==> src/rtl/tank_pkg.sv <==
// Shared types and screen limits for the tank game blocks, plus small
// position/velocity helpers used by the bullet datapath.
package tank_pkg;

    typedef enum logic [1:0] {
        UP    = 2'd0,
        RIGHT = 2'd1,
        DOWN  = 2'd2,
        LEFT  = 2'd3
    } dir_t;

    typedef enum logic [1:0] {
        IDLE     = 2'd0,
        FLY      = 2'd1,
        COOLDOWN = 2'd2
    } bullet_state_t;

    localparam logic [9:0] SCREEN_X_MAX = 10'd639;
    localparam logic [9:0] SCREEN_Y_MAX = 10'd479;

    // Two's complement negation of a 10-bit velocity.
    function automatic logic [9:0] negate(input logic [9:0] v);
        return ~v + 10'd1;
    endfunction

    // Pin an 11-bit signed candidate coordinate into 0..max.
    function automatic logic [9:0] clamp_pos(input logic signed [10:0] p,
                                             input logic [9:0]         max);
        logic [9:0] r;
        if (p < 11'sd0) begin
            r = 10'd0;
        end else if (p > $signed({1'b0, max})) begin
            r = max;
        end else begin
            r = p[9:0];
        end
        return r;
    endfunction

endpackage

==> src/rtl/frame_tick.sv <==
// Brings the asynchronous frame strobe into the Clk domain and emits a
// single-Clk tick per rising edge; shared by the bullet and tank motion blocks.
module frame_tick (
    input  logic Clk,
    input  logic Reset,
    input  logic frame_clk,
    output logic tick
);

    logic       r_sync1;
    logic       r_sync2;
    logic       r_prev;
    logic       r_armed;
    logic [1:0] r_flush;

    // Synchroniser, edge history and arming; arming waits until the pipe holds
    // real samples and has seen frame_clk low, so a strobe already high at
    // reset release does not count as an edge.
    always_ff @(posedge Clk or posedge Reset) begin
        if (Reset) begin
            r_sync1 <= 1'b0;
            r_sync2 <= 1'b0;
            r_prev  <= 1'b0;
            r_armed <= 1'b0;
            r_flush <= 2'b00;
        end else begin
            r_sync1 <= frame_clk;
            r_sync2 <= r_sync1;
            r_prev  <= r_sync2;
            r_flush <= {r_flush[0], 1'b1};
            if (r_flush[1] && !r_sync2) begin
                r_armed <= 1'b1;
            end else begin
                r_armed <= r_armed;
            end
        end
    end

    assign tick = r_sync2 & ~r_prev & r_armed;

endmodule

==> src/rtl/bullet_ctrl.sv <==
// Single-bullet controller: spawns at the tank centre on fire, flies with
// wall/screen-edge reflections, ends on tank hit, expiry or bounce limit.
module bullet_ctrl
    import tank_pkg::*;
#(
    parameter int BULLET_STEP     = 2,
    parameter int LIFE_FRAMES     = 240,
    parameter int COOLDOWN_FRAMES = 30,
    parameter int MAX_BOUNCES     = 3,
    parameter int SPAWN_OFS       = 8
) (
    input  logic       Clk,
    input  logic       Reset,
    input  logic       frame_clk,
    input  logic       fire,
    input  logic [9:0] X_Tank,
    input  logic [9:0] Y_Tank,
    input  logic [1:0] Dir,
    input  logic       Hit_X,
    input  logic       Hit_Y,
    input  logic       Hit_Tank,
    output logic [9:0] X_Bullet,
    output logic [9:0] Y_Bullet,
    output logic       Bullet_Active,
    output logic       Bullet_Kill,
    output logic [1:0] Bounce_Count
);

    localparam logic [9:0]  STEP       = BULLET_STEP[9:0];
    localparam logic [9:0]  OFS        = SPAWN_OFS[9:0];
    localparam logic [15:0] LIFE_INIT  = LIFE_FRAMES[15:0];
    localparam logic [15:0] COOL_INIT  = COOLDOWN_FRAMES[15:0];
    localparam logic [1:0]  BOUNCE_MAX = MAX_BOUNCES[1:0];

    bullet_state_t r_state, w_state_n;
    logic [9:0]  r_x, r_y, r_vx, r_vy;
    logic [9:0]  w_x_n, w_y_n, w_vx_n, w_vy_n;
    logic [1:0]  r_bounce, w_bounce_n;
    logic [15:0] r_life, w_life_n, r_cool, w_cool_n;
    logic        r_kill, w_kill_n, r_active, w_active_n;
    logic        w_tick;

    logic signed [10:0] w_nx, w_ny, w_bx, w_by;
    logic        w_edge_x, w_edge_y, w_flip_x, w_flip_y, w_hit;
    logic [9:0]  w_vx_b, w_vy_b;

    frame_tick u_frame_tick (
        .Clk       (Clk),
        .Reset     (Reset),
        .frame_clk (frame_clk),
        .tick      (w_tick)
    );

    // Straight-line candidate decides edges; a bounce moves by the reflected velocity.
    assign w_nx     = $signed({1'b0, r_x}) + $signed({r_vx[9], r_vx});
    assign w_ny     = $signed({1'b0, r_y}) + $signed({r_vy[9], r_vy});
    assign w_edge_x = (w_nx < 11'sd0) || (w_nx > $signed({1'b0, SCREEN_X_MAX}));
    assign w_edge_y = (w_ny < 11'sd0) || (w_ny > $signed({1'b0, SCREEN_Y_MAX}));
    assign w_flip_x = Hit_X || w_edge_x;
    assign w_flip_y = Hit_Y || w_edge_y;
    assign w_hit    = w_flip_x || w_flip_y;
    assign w_vx_b   = w_flip_x ? negate(r_vx) : r_vx;
    assign w_vy_b   = w_flip_y ? negate(r_vy) : r_vy;
    assign w_bx     = $signed({1'b0, r_x}) + $signed({w_vx_b[9], w_vx_b});
    assign w_by     = $signed({1'b0, r_y}) + $signed({w_vy_b[9], w_vy_b});

    // Next-state and datapath decisions; nothing changes except on a tick.
    always_comb begin
        w_state_n  = r_state;
        w_x_n      = r_x;
        w_y_n      = r_y;
        w_vx_n     = r_vx;
        w_vy_n     = r_vy;
        w_bounce_n = r_bounce;
        w_life_n   = r_life;
        w_cool_n   = r_cool;
        w_kill_n   = 1'b0;
        case (r_state)
            IDLE: begin
                if (w_tick && fire) begin
                    w_x_n      = X_Tank + OFS;
                    w_y_n      = Y_Tank + OFS;
                    w_bounce_n = 2'd0;
                    w_life_n   = LIFE_INIT;
                    w_state_n  = FLY;
                    case (dir_t'(Dir))
                        UP:      begin w_vx_n = 10'd0;        w_vy_n = negate(STEP); end
                        RIGHT:   begin w_vx_n = STEP;         w_vy_n = 10'd0;        end
                        DOWN:    begin w_vx_n = 10'd0;        w_vy_n = STEP;         end
                        LEFT:    begin w_vx_n = negate(STEP); w_vy_n = 10'd0;        end
                        default: begin w_vx_n = 10'd0;        w_vy_n = 10'd0;        end
                    endcase
                end else begin
                    w_state_n = IDLE;
                end
            end
            FLY: begin
                if (!w_tick) begin
                    w_state_n = FLY;
                end else if (Hit_Tank) begin
                    w_kill_n  = 1'b1;
                    w_cool_n  = COOL_INIT;
                    w_state_n = COOLDOWN;
                end else if (r_life == 16'd1) begin
                    w_cool_n  = COOL_INIT;
                    w_state_n = COOLDOWN;
                end else if (w_hit) begin
                    if (r_bounce == BOUNCE_MAX) begin
                        w_cool_n  = COOL_INIT;
                        w_state_n = COOLDOWN;
                    end else begin
                        w_vx_n     = w_vx_b;
                        w_vy_n     = w_vy_b;
                        w_x_n      = clamp_pos(w_bx, SCREEN_X_MAX);
                        w_y_n      = clamp_pos(w_by, SCREEN_Y_MAX);
                        w_bounce_n = r_bounce + 2'd1;
                        w_life_n   = r_life - 16'd1;
                    end
                end else begin
                    w_x_n    = w_nx[9:0];
                    w_y_n    = w_ny[9:0];
                    w_life_n = r_life - 16'd1;
                end
            end
            COOLDOWN: begin
                if (!w_tick) begin
                    w_state_n = COOLDOWN;
                end else if (r_cool <= 16'd1) begin
                    w_cool_n  = 16'd0;
                    w_state_n = IDLE;
                end else begin
                    w_cool_n = r_cool - 16'd1;
                end
            end
            default: begin
                w_state_n = IDLE;
            end
        endcase
        w_active_n = (w_state_n == FLY);
    end

    // State, position, velocity and counters.
    always_ff @(posedge Clk or posedge Reset) begin
        if (Reset) begin
            r_state  <= IDLE;
            r_x      <= 10'd0;
            r_y      <= 10'd0;
            r_vx     <= 10'd0;
            r_vy     <= 10'd0;
            r_bounce <= 2'd0;
            r_life   <= 16'd0;
            r_cool   <= 16'd0;
            r_kill   <= 1'b0;
            r_active <= 1'b0;
        end else begin
            r_state  <= w_state_n;
            r_x      <= w_x_n;
            r_y      <= w_y_n;
            r_vx     <= w_vx_n;
            r_vy     <= w_vy_n;
            r_bounce <= w_bounce_n;
            r_life   <= w_life_n;
            r_cool   <= w_cool_n;
            r_kill   <= w_kill_n;
            r_active <= w_active_n;
        end
    end

    assign X_Bullet      = r_x;
    assign Y_Bullet      = r_y;
    assign Bullet_Active = r_active;
    assign Bullet_Kill   = r_kill;
    assign Bounce_Count  = r_bounce;

endmodule
==> config.mk <==
export PLATFORM = sky130hd
export DESIGN_NAME = bullet_ctrl
export DESIGN_NICKNAME = d
export VERILOG_FILES = /design/src/rtl/tank_pkg.sv /design/src/rtl/frame_tick.sv /design/src/rtl/bullet_ctrl.sv
export SDC_FILE = /design/constraint.sdc
export NUM_CORES = 1
export LEC_CHECK = 0
export CAP_MARGIN = 20
export CORE_MARGIN = 3
export CORE_UTILIZATION = 38
export CTS_CLUSTER_DIAMETER = 80
export DETAILED_ROUTE_END_ITERATION = 12
export GPL_ROUTABILITY_DRIVEN = 0
export PLACE_DENSITY = 0.55
export SYNTH_ARGS = -nofsm -noshare
export SYNTH_HDL_FRONTEND = slang
export SYNTH_SLANG_ARGS = --single-unit
==> constraint.sdc <==
create_clock -name Clk -period 5 [get_ports Clk]
set_clock_uncertainty 0.05 [all_clocks]
set_input_delay 1 -clock Clk [delete_from_list [all_inputs] [get_ports Clk]]
set_output_delay 1 -clock Clk [all_outputs]
set_load 0.03 [all_outputs]
==> flow_summary.json <==
{
  "min_from": "u_frame_tick.r_flush[0]",
  "relSlewSlack_pct": 51.3,
  "yosysUniqueCellTypes": 75,
  "initial_core_util_pct": 39.6,
  "fp.dieH_um": 136,
  "hold_end": "u_frame_tick.r_flush[1]",
  "r2r_setup_slack_ps": 210,
  "grt_pass1_wl_mm": 30.8,
  "max_freq_mhz": 209,
  "synth_area_mm2": 0.00640,
  "grtUsageMet3_pct": 4.27,
  "worst_setup_hold_path_clk_slew_ps": 60,
  "die_area_mm2": 0.0184,
  "drc": 0,
  "synthMuxAreaShare_pct": 1.17,
  "criticalPathCategory": "flop to flop",
  "grtUsageTotal_pct": 21.0,
  "dpl_worst_slack_ps": 19.9,
  "die_x_um": 136,
  "setup_slack_ps": 214,
  "finish.utilization_pct": 48.8,
  "syn_nets": 827,
  "ys_seq_elements": 82,
  "worstPathArrival_ps": 4970,
  "yosys.area.top_type_share_pct": 32.1,
  "hold_depth": 0,
  "ff2ff_path_depth": 17,
  "clk_latency_ps": 350,
  "startpoint_type": "flop",
  "crit_chain": "ha_1, a211oi_4, nor3_1, nor4_2, o22ai_2, and2_4, a21oi_2, xor2_2, ha_1, a21o_1, o41ai_2, o21a_1, inv_1, or3_1, and3_4, mux2_2, o22a_1",
  "powerDensity_mw_per_mm2": 253,
  "hp-class": "flop to flop",
  "cts_root_buffer": "clkbuf_16",
  "avgViaCountPerCell": 5.74,
  "crit_fanout": 10,
  "crit_required_ps": 5180,
  "slowest_stage": "a211oi_4",
  "slowest_delay_ps": 440,
  "htreeDepth": 3,
  "timing.rr.end": "X_Bullet[0]",
  "dp_hpwl_mm": 14.4,
  "yosysTopAreaCell": "dfrtp_1",
  "cts_buffers": 9,
  "path_delay_family": "compound AO/OA/AOI/OAI gates",
  "grt_use_met2_pct": 35.6,
  "grt_remaining_overflow": 0,
  "finalSetupViolations": 0,
  "use_met1_pct": 27.9,
  "synth_seq_area_share_pct": 32.1,
  "maxCapViolCount": 0,
  "crit_top_cell": "ha_1",
  "final-hold-violation-count": 0,
  "num_antenna_cells": 0,
  "portBuffers": 52,
  "holdBufCountCts": 0,
  "worst_pin_slew_ps": 725,
  "status": "complete, no violations",
  "synth_compound_area_share_pct": 26.4,
  "synth-simple-area-share_pct": 19.5,
  "synth_xor_area_share_pct": 7.66,
  "drive_gt1_share_pct": 14.2,
  "wl_per_cell_um": 18.1,
  "antenna_found_initial": 0,
  "timing.critical_path.to_type": "flop",
  "synth_edf_count": 0,
  "busiest_layer": "met2",
  "async_flop_share_pct": 100,
  "synth_top_family_by_area": "compound AO/OA/AOI/OAI gates",
  "cp_num_buf_inv": 1,
  "cts.sinks": 82,
  "coreArea_mm2": 0.0162,
  "cts.path.max_buffers": 2,
  "leakage_nw": 3.21,
  "grt_max_degree": 35,
  "synthCells": 747,
  "drv_slew": 0,
  "synth_area_leaders": "dfrtp_1, ha_1, a21oi_1, xor2_1, nor2_1",
  "cts_tree": "yes",
  "period_share_pct": 95.7,
  "routed-via-count": 6066,
  "drtIter0Drc": 447,
  "peakVddDrop_mv": 0.212,
  "ys.flop_type": "dfrtp_1",
  "synth.yosys.warnings": 0,
  "avgSynthCellArea_um2": 8.57,
  "synth_fa_ha_area_share_pct": 9.97,
  "wirelength_mm": 19.2,
  "io_pins": 53,
  "worstReg2RegStart": "X_Bullet[2]",
  "finalNetCount": 916,
  "drtPass1Iterations": 5,
  "num_rows": 46,
  "grt_pass1_vias": 5998,
  "drtAntennaViolNets": 0,
  "area_growth_pct": 23.2,
  "period_minus_slack_ps": 4790
}
## repair_timing
item	CTS	global route
buffers inserted	0	3
endpoints found under the setup margin	0	19
resized for setup	0	19
## cell families (layout without fill, tap and decap cells)
group | after synthesis | in the layout
AO/OA/AOI/OAI | 244 | 244
AND/OR/NAND/NOR | 257 | 257
buffers and inverters | 49 | 142
other | 1 | 1
multiplexers | 7 | 7
XOR/XNOR | 56 | 56
adder cells (fa/ha/maj) | 51 | 51
flip-flops | 82 | 82
## final cells by class
cell class / instances / area (µm²)
Multi-Input combinational cell: 616 / 4250
Sequential cell: 82 / 2050
Timing Repair Buffer: 104 / 915
Inverter: 23 / 87.6
Clock inverter: 6 / 90.1
Fill cell: 1556 / 8290
Clock buffer: 9 / 225
Tap cell: 216 / 270
## power by group
part / switching (W) / leakage [nW] / internal [W] / total, W
clock network: 0.000288 / 0.152 / 0.000438 / 0.000725
logic: 0.000309 / 2.11 / 0.000238 / 0.000547
registers: 0.0000327 / 0.951 / 0.000693 / 0.000726
total: 0.000629 / 3.21 / 0.00137 / 0.00200
## how the worst max path moves through the flow
stage                 from     endpoint  slack, ps  cells past startpoint
5_1_grt        Y_Bullet[2]  Y_Bullet[4]        -30                     19
3_5_place_dp         Hit_X  X_Bullet[0]         20                     16
6_report       X_Bullet[2]  X_Bullet[0]        210                     17
2_1_floorplan  X_Bullet[7]  X_Bullet[0]          4                     20
4_1_cts        X_Bullet[3]  X_Bullet[0]         50                     17
3_3_place_gp   X_Bullet[3]  X_Bullet[0]        120                     17
## through the flow
step           TNS (ps)  total power, W  cells  hold slack [ps]  instance area (µm²)
2_1_floorplan         0         0.00108    747              281                 6410
3_3_place_gp          0         0.00125   1037              286                 7450
3_5_place_dp          0         0.00126   1037              288                 7450
4_1_cts               0         0.00199   1052              302                 7770
5_1_grt           -65.0         0.00211   1056              309                 7890
6_report              0         0.00200   1056              299                 7890
## metal layers
| layer | up-vias | routed length (µm) |
|---|---|---|
| li1 | 2929 | - |
| met1 | 2993 | 8640 |
| met2 | 134 | 9430 |
| met3 | 10 | 910 |
| met4 | 0 | 184 |
| met5 | - | 0 |
## state kept, by name, indices dropped and copies added (netlist names), 2 cells and up
| register | flops |
|---|---|
| u_frame_tick.r_flush | 2 |
| X_Bullet | 10 |
| r_cool | 16 |
| r_life | 16 |
| r_vx | 9 |
| r_state | 2 |
| r_vy | 9 |
| Y_Bullet | 10 |
| Bounce_Count | 2 |
## cells in the final DEF, fill, tap and decap left out, drive strengths merged, types with 5 or more instances in the layout
| master | instances |
|---|---|
| and3 | 9 |
| clkbuf | 9 |
| inv | 24 |
| nand3 | 20 |
| o22a | 7 |
| o22ai | 5 |
| nand2 | 73 |
| nand2b | 5 |
| o41ai | 8 |
| a221oi | 6 |
| o21ai | 51 |
| a21o | 11 |
| nor2b | 7 |
| a31oi | 18 |
| xor2 | 32 |
| o21bai | 8 |
| a211oi | 9 |
| nor2 | 74 |
| or2 | 6 |
| ha | 51 |
| clkdlybuf4s50 | 52 |
| o31ai | 20 |
| or3 | 10 |
| xnor2 | 24 |
| buf | 52 |
| nor3 | 24 |
| dfrtp | 82 |
| nor4 | 6 |
| a21oi | 61 |
| and2 | 5 |
## Yosys cell counts, types with 19 or more instances
master,count
o31ai_1,19
dfrtp_1,82
ha_1,51
nand2_1,73
nor2_1,74
nor3_1,24
o21ai_0,44
inv_1,23
xor2_1,32
a21oi_1,59
nand3_1,19
xnor2_1,24
## worst reg2reg max path, cell delays in order, from the launching register on
cell	delay, ps
dfrtp_1	390
ha_1	370
a211oi_4	440
nor3_1	130
nor4_2	400
o22ai_2	130
and2_4	220
a21oi_2	190
xor2_2	230
ha_1	290
a21o_1	210
o41ai_2	320
o21a_1	170
inv_1	40
or3_1	400
and3_4	250
mux2_2	280
o22a_1	170
Power figures use the tool's default switching activity.
